**config.mk**
```make
export PLATFORM = sky130hd
export DESIGN_NAME = servo_waypoint_sequencer_flat
export DESIGN_NICKNAME = d
export VERILOG_FILES = /design/src/rtl/servo_waypoint_sequencer_pkg.sv /design/src/rtl/servo_waypoint_sequencer_if.sv /design/src/rtl/servo_waypoint_sequencer_ms_tick_gen.sv /design/src/rtl/servo_waypoint_sequencer.sv /design/src/flat_wrapper.sv
export SDC_FILE = /design/constraint.sdc
export NUM_CORES = 1
export LEC_CHECK = 0
export CAP_MARGIN = 0
export CORE_UTILIZATION = 39
export CTS_CLUSTER_DIAMETER = 150
export DETAILED_ROUTE_END_ITERATION = 10
export PLACE_DENSITY = 0.59
export SETUP_SLACK_MARGIN = 0.15
export SKIP_LAST_GASP = 1
export SYNTH_ARGS = -nofsm -noshare
export SYNTH_HDL_FRONTEND = slang
export SYNTH_SLANG_ARGS = --single-unit
```
**constraint.sdc**
```tcl
create_clock -name sysclk -period 2.73 [get_ports sysclk]
set_input_delay 0.6825 -clock sysclk [delete_from_list [all_inputs] [get_ports sysclk]]
set_output_delay 0.6825 -clock sysclk [all_outputs]
set_load 0.005 [all_outputs]
```
**src/rtl/servo_waypoint_sequencer_pkg.sv**
```systemverilog
// Shared types, duty limits and helpers for the servo waypoint sequencer.
package servo_pkg;

    localparam int DUTY_W    = 6;
    localparam int DC_MIN    = 10;
    localparam int DC_MAX    = 54;
    localparam int DC_CENTER = 32;

    typedef logic [DUTY_W-1:0] duty_t;

    typedef enum logic [2:0] {
        IDLE  = 3'd0,
        FETCH = 3'd1,
        LOAD  = 3'd2,
        SLEW  = 3'd3,
        DWELL = 3'd4,
        NEXT  = 3'd5
    } state_t;

    // Limit a duty value to the mechanical range of the servos.
    function automatic duty_t clamp(input duty_t v);
        if (v < duty_t'(DC_MIN)) begin
            return duty_t'(DC_MIN);
        end
        if (v > duty_t'(DC_MAX)) begin
            return duty_t'(DC_MAX);
        end
        return v;
    endfunction

    // Move one LSB toward the target, or hold when already there.
    function automatic duty_t step_toward(input duty_t cur, input duty_t tgt);
        if (cur < tgt) begin
            return cur + duty_t'(1);
        end
        if (cur > tgt) begin
            return cur - duty_t'(1);
        end
        return cur;
    endfunction

endpackage

```
**src/rtl/servo_waypoint_sequencer_if.sv**
```systemverilog
// Read port of the waypoint position memory (synchronous, one-cycle latency).
interface servo_waypoint_sequencer_if #(
    parameter int ADDR_W = 2
);
    import servo_pkg::*;

    logic [ADDR_W-1:0] Rd_Addr;
    duty_t             Rd_X;
    duty_t             Rd_Y;

    // The sequencer addresses the memory and consumes the stored positions.
    modport master (output Rd_Addr, input Rd_X, input Rd_Y);
    // The position memory answers one cycle after the address.
    modport slave  (input Rd_Addr, output Rd_X, output Rd_Y);

endinterface

```
**src/rtl/servo_waypoint_sequencer_ms_tick_gen.sv**
```systemverilog
// Free-running prescaler producing a one-cycle tick every TICK_DIV sysclk cycles.
module ms_tick_gen #(
    parameter int TICK_DIV = 50000
) (
    input  logic sysclk,
    input  logic Reset_Sw,
    output logic tick
);

    localparam int CNT_W = (TICK_DIV > 1) ? $clog2(TICK_DIV) : 1;

    logic [CNT_W-1:0] cnt;

    assign tick = (cnt == CNT_W'(TICK_DIV - 1));

    // Count 0..TICK_DIV-1 and wrap; never restarted by the sequencer state.
    always_ff @(posedge sysclk) begin
        // NOTE: registered state is always updated with <= so every flop samples pre-edge values.
        if (!Reset_Sw) begin
            cnt <= '0;
        end else if (tick) begin
            cnt <= '0;
        end else begin
            cnt <= cnt + CNT_W'(1);
        end
    end

endmodule

```
**src/rtl/servo_waypoint_sequencer.sv**
```systemverilog
// Waypoint tour player: owns DC_X/DC_Y, passing manual duties through when idle
// and slewing toward stored pan/tilt positions during playback.
module servo_waypoint_sequencer
    import servo_pkg::*;
#(
    parameter int ADDR_W      = 2,
    parameter int TICK_DIV    = 50000,
    parameter int DWELL_TICKS = 500
) (
    input  logic                       sysclk,
    input  logic                       Reset_Sw,
    input  logic                       Play_Sw,
    input  logic                       Bt_Next,
    input  duty_t                      Duty_X,
    input  duty_t                      Duty_Y,
    input  logic [ADDR_W:0]            Slot_Count,
    servo_waypoint_sequencer_if.master mem,
    output duty_t                      DC_X,
    output duty_t                      DC_Y,
    output logic                       Playing,
    output logic [ADDR_W-1:0]          Slot
);

    localparam int DW_W = $clog2(DWELL_TICKS + 1);

    state_t            state;
    duty_t             tgt_x;
    duty_t             tgt_y;
    logic [DW_W-1:0]   dwell_cnt;
    logic              tick;
    logic              abort;
    logic              at_target;
    logic [ADDR_W:0]   slot_plus1;
    logic              slot_last;

    ms_tick_gen #(
        .TICK_DIV (TICK_DIV)
    ) u_tick (
        .sysclk   (sysclk),
        .Reset_Sw (Reset_Sw),
        .tick     (tick)
    );

    // Memory always reads the current waypoint; Slot is itself a register.
    assign mem.Rd_Addr = Slot;

    // An empty tour is treated exactly like the play switch being off.
    assign abort     = !Play_Sw || (Slot_Count == '0);
    assign at_target = (DC_X == tgt_x) && (DC_Y == tgt_y);

    // Wrap when this is the last valid slot, or when Slot_Count shrank below Slot.
    assign slot_plus1 = {1'b0, Slot} + {{ADDR_W{1'b0}}, 1'b1};
    assign slot_last  = (slot_plus1 >= Slot_Count);

    // Tour FSM with registered duty, slot, target and dwell outputs.
    always_ff @(posedge sysclk) begin
        if (!Reset_Sw) begin
            // NOTE: targets and dwell count are cleared too, so no stale waypoint survives a reset.
            state     <= IDLE;
            DC_X      <= duty_t'(DC_CENTER);
            DC_Y      <= duty_t'(DC_CENTER);
            tgt_x     <= '0;
            tgt_y     <= '0;
            dwell_cnt <= '0;
            Slot      <= '0;
            Playing   <= 1'b0;
        end else if (state == IDLE) begin
            DC_X <= clamp(Duty_X);
            DC_Y <= clamp(Duty_Y);
            if (!abort) begin
                state   <= FETCH;
                Playing <= 1'b1;
            end
        end else if (abort) begin
            // Duty holds here; manual passthrough starts from the IDLE cycle.
            state   <= IDLE;
            Playing <= 1'b0;
        end else begin
            case (state)
                FETCH: begin
                    state <= LOAD;
                end
                LOAD: begin
                    tgt_x <= clamp(mem.Rd_X);
                    tgt_y <= clamp(mem.Rd_Y);
                    state <= SLEW;
                end
                SLEW: begin
                    if (Bt_Next) begin
                        state <= NEXT;
                    end else if (at_target) begin
                        dwell_cnt <= '0;
                        state     <= DWELL;
                    end else if (tick) begin
                        DC_X <= step_toward(DC_X, tgt_x);
                        DC_Y <= step_toward(DC_Y, tgt_y);
                    end
                end
                DWELL: begin
                    if (Bt_Next) begin
                        state <= NEXT;
                    end else if (tick) begin
                        if (dwell_cnt == DW_W'(DWELL_TICKS - 1)) begin
                            state <= NEXT;
                        end else begin
                            dwell_cnt <= dwell_cnt + DW_W'(1);
                        end
                    end
                end
                NEXT: begin
                    Slot  <= slot_last ? '0 : slot_plus1[ADDR_W-1:0];
                    state <= FETCH;
                end
                default: begin
                    state   <= IDLE;
                    Playing <= 1'b0;
                end
            endcase
        end
    end

endmodule

```
**src/flat_wrapper.sv**
```systemverilog
// flat-port wrapper written by rule: the top's interface ports become plain ports
module servo_waypoint_sequencer_flat import servo_pkg::*;
#(
    parameter int ADDR_W      = 2,
    parameter int TICK_DIV    = 50000,
    parameter int DWELL_TICKS = 500
)
  (sysclk, Reset_Sw, Play_Sw, Bt_Next, Duty_X, Duty_Y, Slot_Count, DC_X, DC_Y, Playing, Slot, mem_Rd_Addr, mem_Rd_X, mem_Rd_Y);
  servo_waypoint_sequencer_if #(.ADDR_W(ADDR_W)) mem_i ();
  input  logic sysclk;
  input  logic Reset_Sw;
  input  logic Play_Sw;
  input  logic Bt_Next;
  input  duty_t Duty_X;
  input  duty_t Duty_Y;
  input  logic [ADDR_W:0] Slot_Count;
  output duty_t DC_X;
  output duty_t DC_Y;
  output logic Playing;
  output logic [ADDR_W-1:0] Slot;
  output wire logic [$bits(mem_i.Rd_Addr)-1:0] mem_Rd_Addr;
  input wire logic [$bits(mem_i.Rd_X)-1:0] mem_Rd_X;
  input wire logic [$bits(mem_i.Rd_Y)-1:0] mem_Rd_Y;
  assign mem_Rd_Addr = mem_i.Rd_Addr;
  assign mem_i.Rd_X = mem_Rd_X;
  assign mem_i.Rd_Y = mem_Rd_Y;
  servo_waypoint_sequencer #(.ADDR_W(ADDR_W), .TICK_DIV(TICK_DIV), .DWELL_TICKS(DWELL_TICKS)) u_core (.sysclk(sysclk), .Reset_Sw(Reset_Sw), .Play_Sw(Play_Sw), .Bt_Next(Bt_Next), .Duty_X(Duty_X), .Duty_Y(Duty_Y), .Slot_Count(Slot_Count), .mem(mem_i), .DC_X(DC_X), .DC_Y(DC_Y), .Playing(Playing), .Slot(Slot));
endmodule
```
==> results.yml <==
power_and_ir_drop:
  p_leak_nw: 1.79
  switching_share: 0.294
  pwr-share-comb: 0.289
  ir_worst_vdd_mv: 0.313
  power_density_nw_per_um2: 446
  pwr-share-seq: 0.428
  p_int_w: 0.00143
  power.total_w: 0.00202
  p_switching_w: 0.000594
  power_frac_clock: 0.283
yosys:
  synth_async_sr_flop_share: 0
  post-synth-top-count-cell: "dfxtp_1"
  yosysWarningCount: 0
  synth_cells: 449
  synth_cell_types: 66
  synthTopCellsByArea: "dfxtp_1 31%, ha_1 7.6%, nand2_1 4.7%"
  synth_largest_area_cell: "dfxtp_1"
  synth_edf_count: 0
  ys_ff_latch: 55
  synthesis.nets: 502
  synth_top_area_frac: 0.306
  syn_area_um2: 3600
  avgSynthCellArea_um2: 8.02
  synthFlopType: "dfxtp_1"
  ys_seq_area_frac: 0.306
  ys_top_cells_by_count: "55 x dfxtp_1, 45 x nand2_1, 43 x nor2_1"
place:
  dp_hpwl_um: 6420
  io_buffers: 47
  placed_cell_area_um2: 4330
  place_congestion: 0.784
  placedCellCount: 612
clocking:
  holdBufCountCts: 0
  clock_latency_ns: 0.31
  root_buffer: "clkbuf_8"
  cts_max_level: 2
  clock_sinks: 55
  numCtsBuffers: 5
  cts_max_path_buffers: 2
  clk_pin_slew_ns: 0.10
  cts_tree: "yes"
timing:
  hold_viol_final: 0
  tightest_slew_ns: 0.748
  timing.final.crit_share: 0.932
  drv_slew: 0
  worst_hold_slack_ns: 0.452
  rsz0062_at_grt: "yes"
  max-slew-margin-rel: 0.497
  setup_violations: 0
  max_freq_mhz: 393
  period_minus_slack_ns: 2.54
  finClkSkew_ns: 0.00844
grt:
  grt_pass1_wl_um: 14400
  grt_pass1_vias: 3166
  overflow: 0
  grt_max_degree: 41
  track_usage: 0.182
  antenna_found_initial: 0
run_status:
  violations: "design-rule violations"
  status: "finished with violations"
drt:
  wl_per_cell_um: 13.5
  routed.top_layer: "met4"
  wl_met2_um: 4040
  vias: 3385
  drc: 2
  dr.pass1.iters: 7
  ant_nets: 0
  wl_um: 8430
  met1_length_um: 4010
  wl_met3_um: 307
  via_per_inst: 5.42
  drt_iter0_drc: 93
setup_path:
  path_class: "reg -> reg"
  endpoint_kind: "flop"
  path_buf_inv: 1
  cpLargestDelayFamily: "simple AND/OR/NAND/NOR gates"
  required_ns: 2.98
  slowest_stage: "or4_1"
  crit_chain: "or4b_4, nor4_4, buf_4, a21oi_4, or3_4, or4_1, a21oi_1"
  crit_path_start_kind: "flop"
  r2r_setup_slack_ns: 0.19
  cpPeakStageDelay_ns: 0.53
  crit_fanout: 5
  path_depth: 7
  reg2reg_depth: 7
  critical_path_arrival_ns: 2.79
layout:
  drive_gt1_frac: 0.128
  fin_area_um2: 4530
  fin_cells: 624
  fillers: 886
  nets: 568
  fin_util: 0.512
  area_growth_pct: 25.8
  diodes: 0
worst_hold_path:
  hold_path.class: "reg -> reg"
  min_path_cells: 1
die:
  rows: 34
  fp.dieArea_um2: 9620
  die_w_um: 98.1
  die_h_um: 98.1
  initial_core_util: 0.407
  core-area_um2: 8850
  io_pins: 48
job:
  drv_cap: 0
==> worst reg2reg max path: cells and delay by family (launching register included) <==
| kind | cells | cell delay (ns) |
|---|---|---|
| compound gates | 2 | 0.19 |
| simple gates | 4 | 1.74 |
| buf+inv | 1 | 0.19 |
| flops | 1 | 0.36 |
==> stage by stage <==
| stage | worst slack, ns | TNS, ns |
|---|---|---|
| CTS | 0.144 | 0 |
| finish | 0.187 | 0 |
| global placement | -0.136 | -0.315 |
| floorplan | 0.156 | 0 |
| global route | 0.0810 | 0 |
| detailed placement | -0.142 | -0.343 |
==> layout by cell type (no fill, tap or decap), types with 3 or more instances in the layout <==
cell type,n
dfxtp_1,53
clkdlybuf4s50_1,47
nand2_1,45
nor2_1,43
buf_4,34
o21ai_0,27
inv_1,23
ha_1,22
nand3_1,20
a21oi_1,17
xor2_1,13
a31oi_1,10
and2_1,9
xnor2_1,9
nor2b_1,8
nand4_1,8
a21boi_0,6
o211a_1,6
a21o_1,6
nor3_1,6
nor4_1,6
and3_1,6
clkbuf_8,6
a22oi_1,5
mux2i_1,5
o21a_1,5
o31ai_1,4
nor3b_1,4
o22ai_1,4
nor4b_1,4
a2bb2oi_1,3
==> state kept, by name (all words and copies together) (netlist names) <==
register,cells
u_core.Playing,1
u_core.state,3
u_core.tgt_y,6
u_core.dwell_cnt,9
u_core.Slot,2
u_core.DC_X,6
u_core.u_tick.cnt,16
u_core.DC_Y,6
u_core.tgt_x,6
==> cells by family (layout without fill, tap and decap cells) <==
kind of cell	after synthesis	count (layout)	share of synthesized area
AND/OR/NAND/NOR	180	180	0.261
AO/OA/AOI/OAI	118	118	0.226
flip-flops	55	55	0.306
buffers and inverters	46	113	0.0604
adder cells (fa/ha/maj)	23	23	0.0792
XOR/XNOR	22	22	0.0535
multiplexers	5	5	0.0139
==> path summary, 6_finish.rpt <==
kind / from / end
max reg2reg: u_core.u_tick.cnt[10] / u_core.dwell_cnt[6]
max: u_core.u_tick.cnt[10] / u_core.dwell_cnt[6]
min reg2reg: u_core.u_tick.cnt[0] / u_core.u_tick.cnt[0]
min: u_core.u_tick.cnt[0] / u_core.u_tick.cnt[0]
==> power groups by stage <==
stage	Combinational, W	Sequential (W)	Clock, W
6_report	0.000583	0.000864	0.000572
5_1_grt	0.000654	0.000869	0.000624
4_1_cts	0.000584	0.000866	0.000599
3_5_place_dp	0.000576	0.000884	0
3_3_place_gp	0.000569	0.000884	0
2_1_floorplan	0.000322	0.000893	0
==> per-layer routing <==
metal  vias to the layer above  GRT usage
li1                       1763          -
met1                      1564      0.232
met2                        50      0.318
met3                         8     0.0408
met4                         0     0.0268
met5                         -          0
==> area by class of cell <==
cell class	instances	area, um2	share of cell area
Tap cell	108	135	0.0298
Timing Repair Buffer	82	746	0.165
Multi-Input combinational cell	348	2340	0.516
Clock inverter	2	35.0	0.00773
Clock buffer	6	82.6	0.0182
Inverter	23	86.3	0.0191
Sequential cell	55	1110	0.244
==> repair_timing <==
item                                    in CTS  in global routing
endpoints found under the hold margin        0                  0
resized for setup                            2                  9
setup buffers                                1                  3
pin swaps                                    1                  9
endpoints found under the setup margin       6                 15
Power figures use the tool's default switching activity.
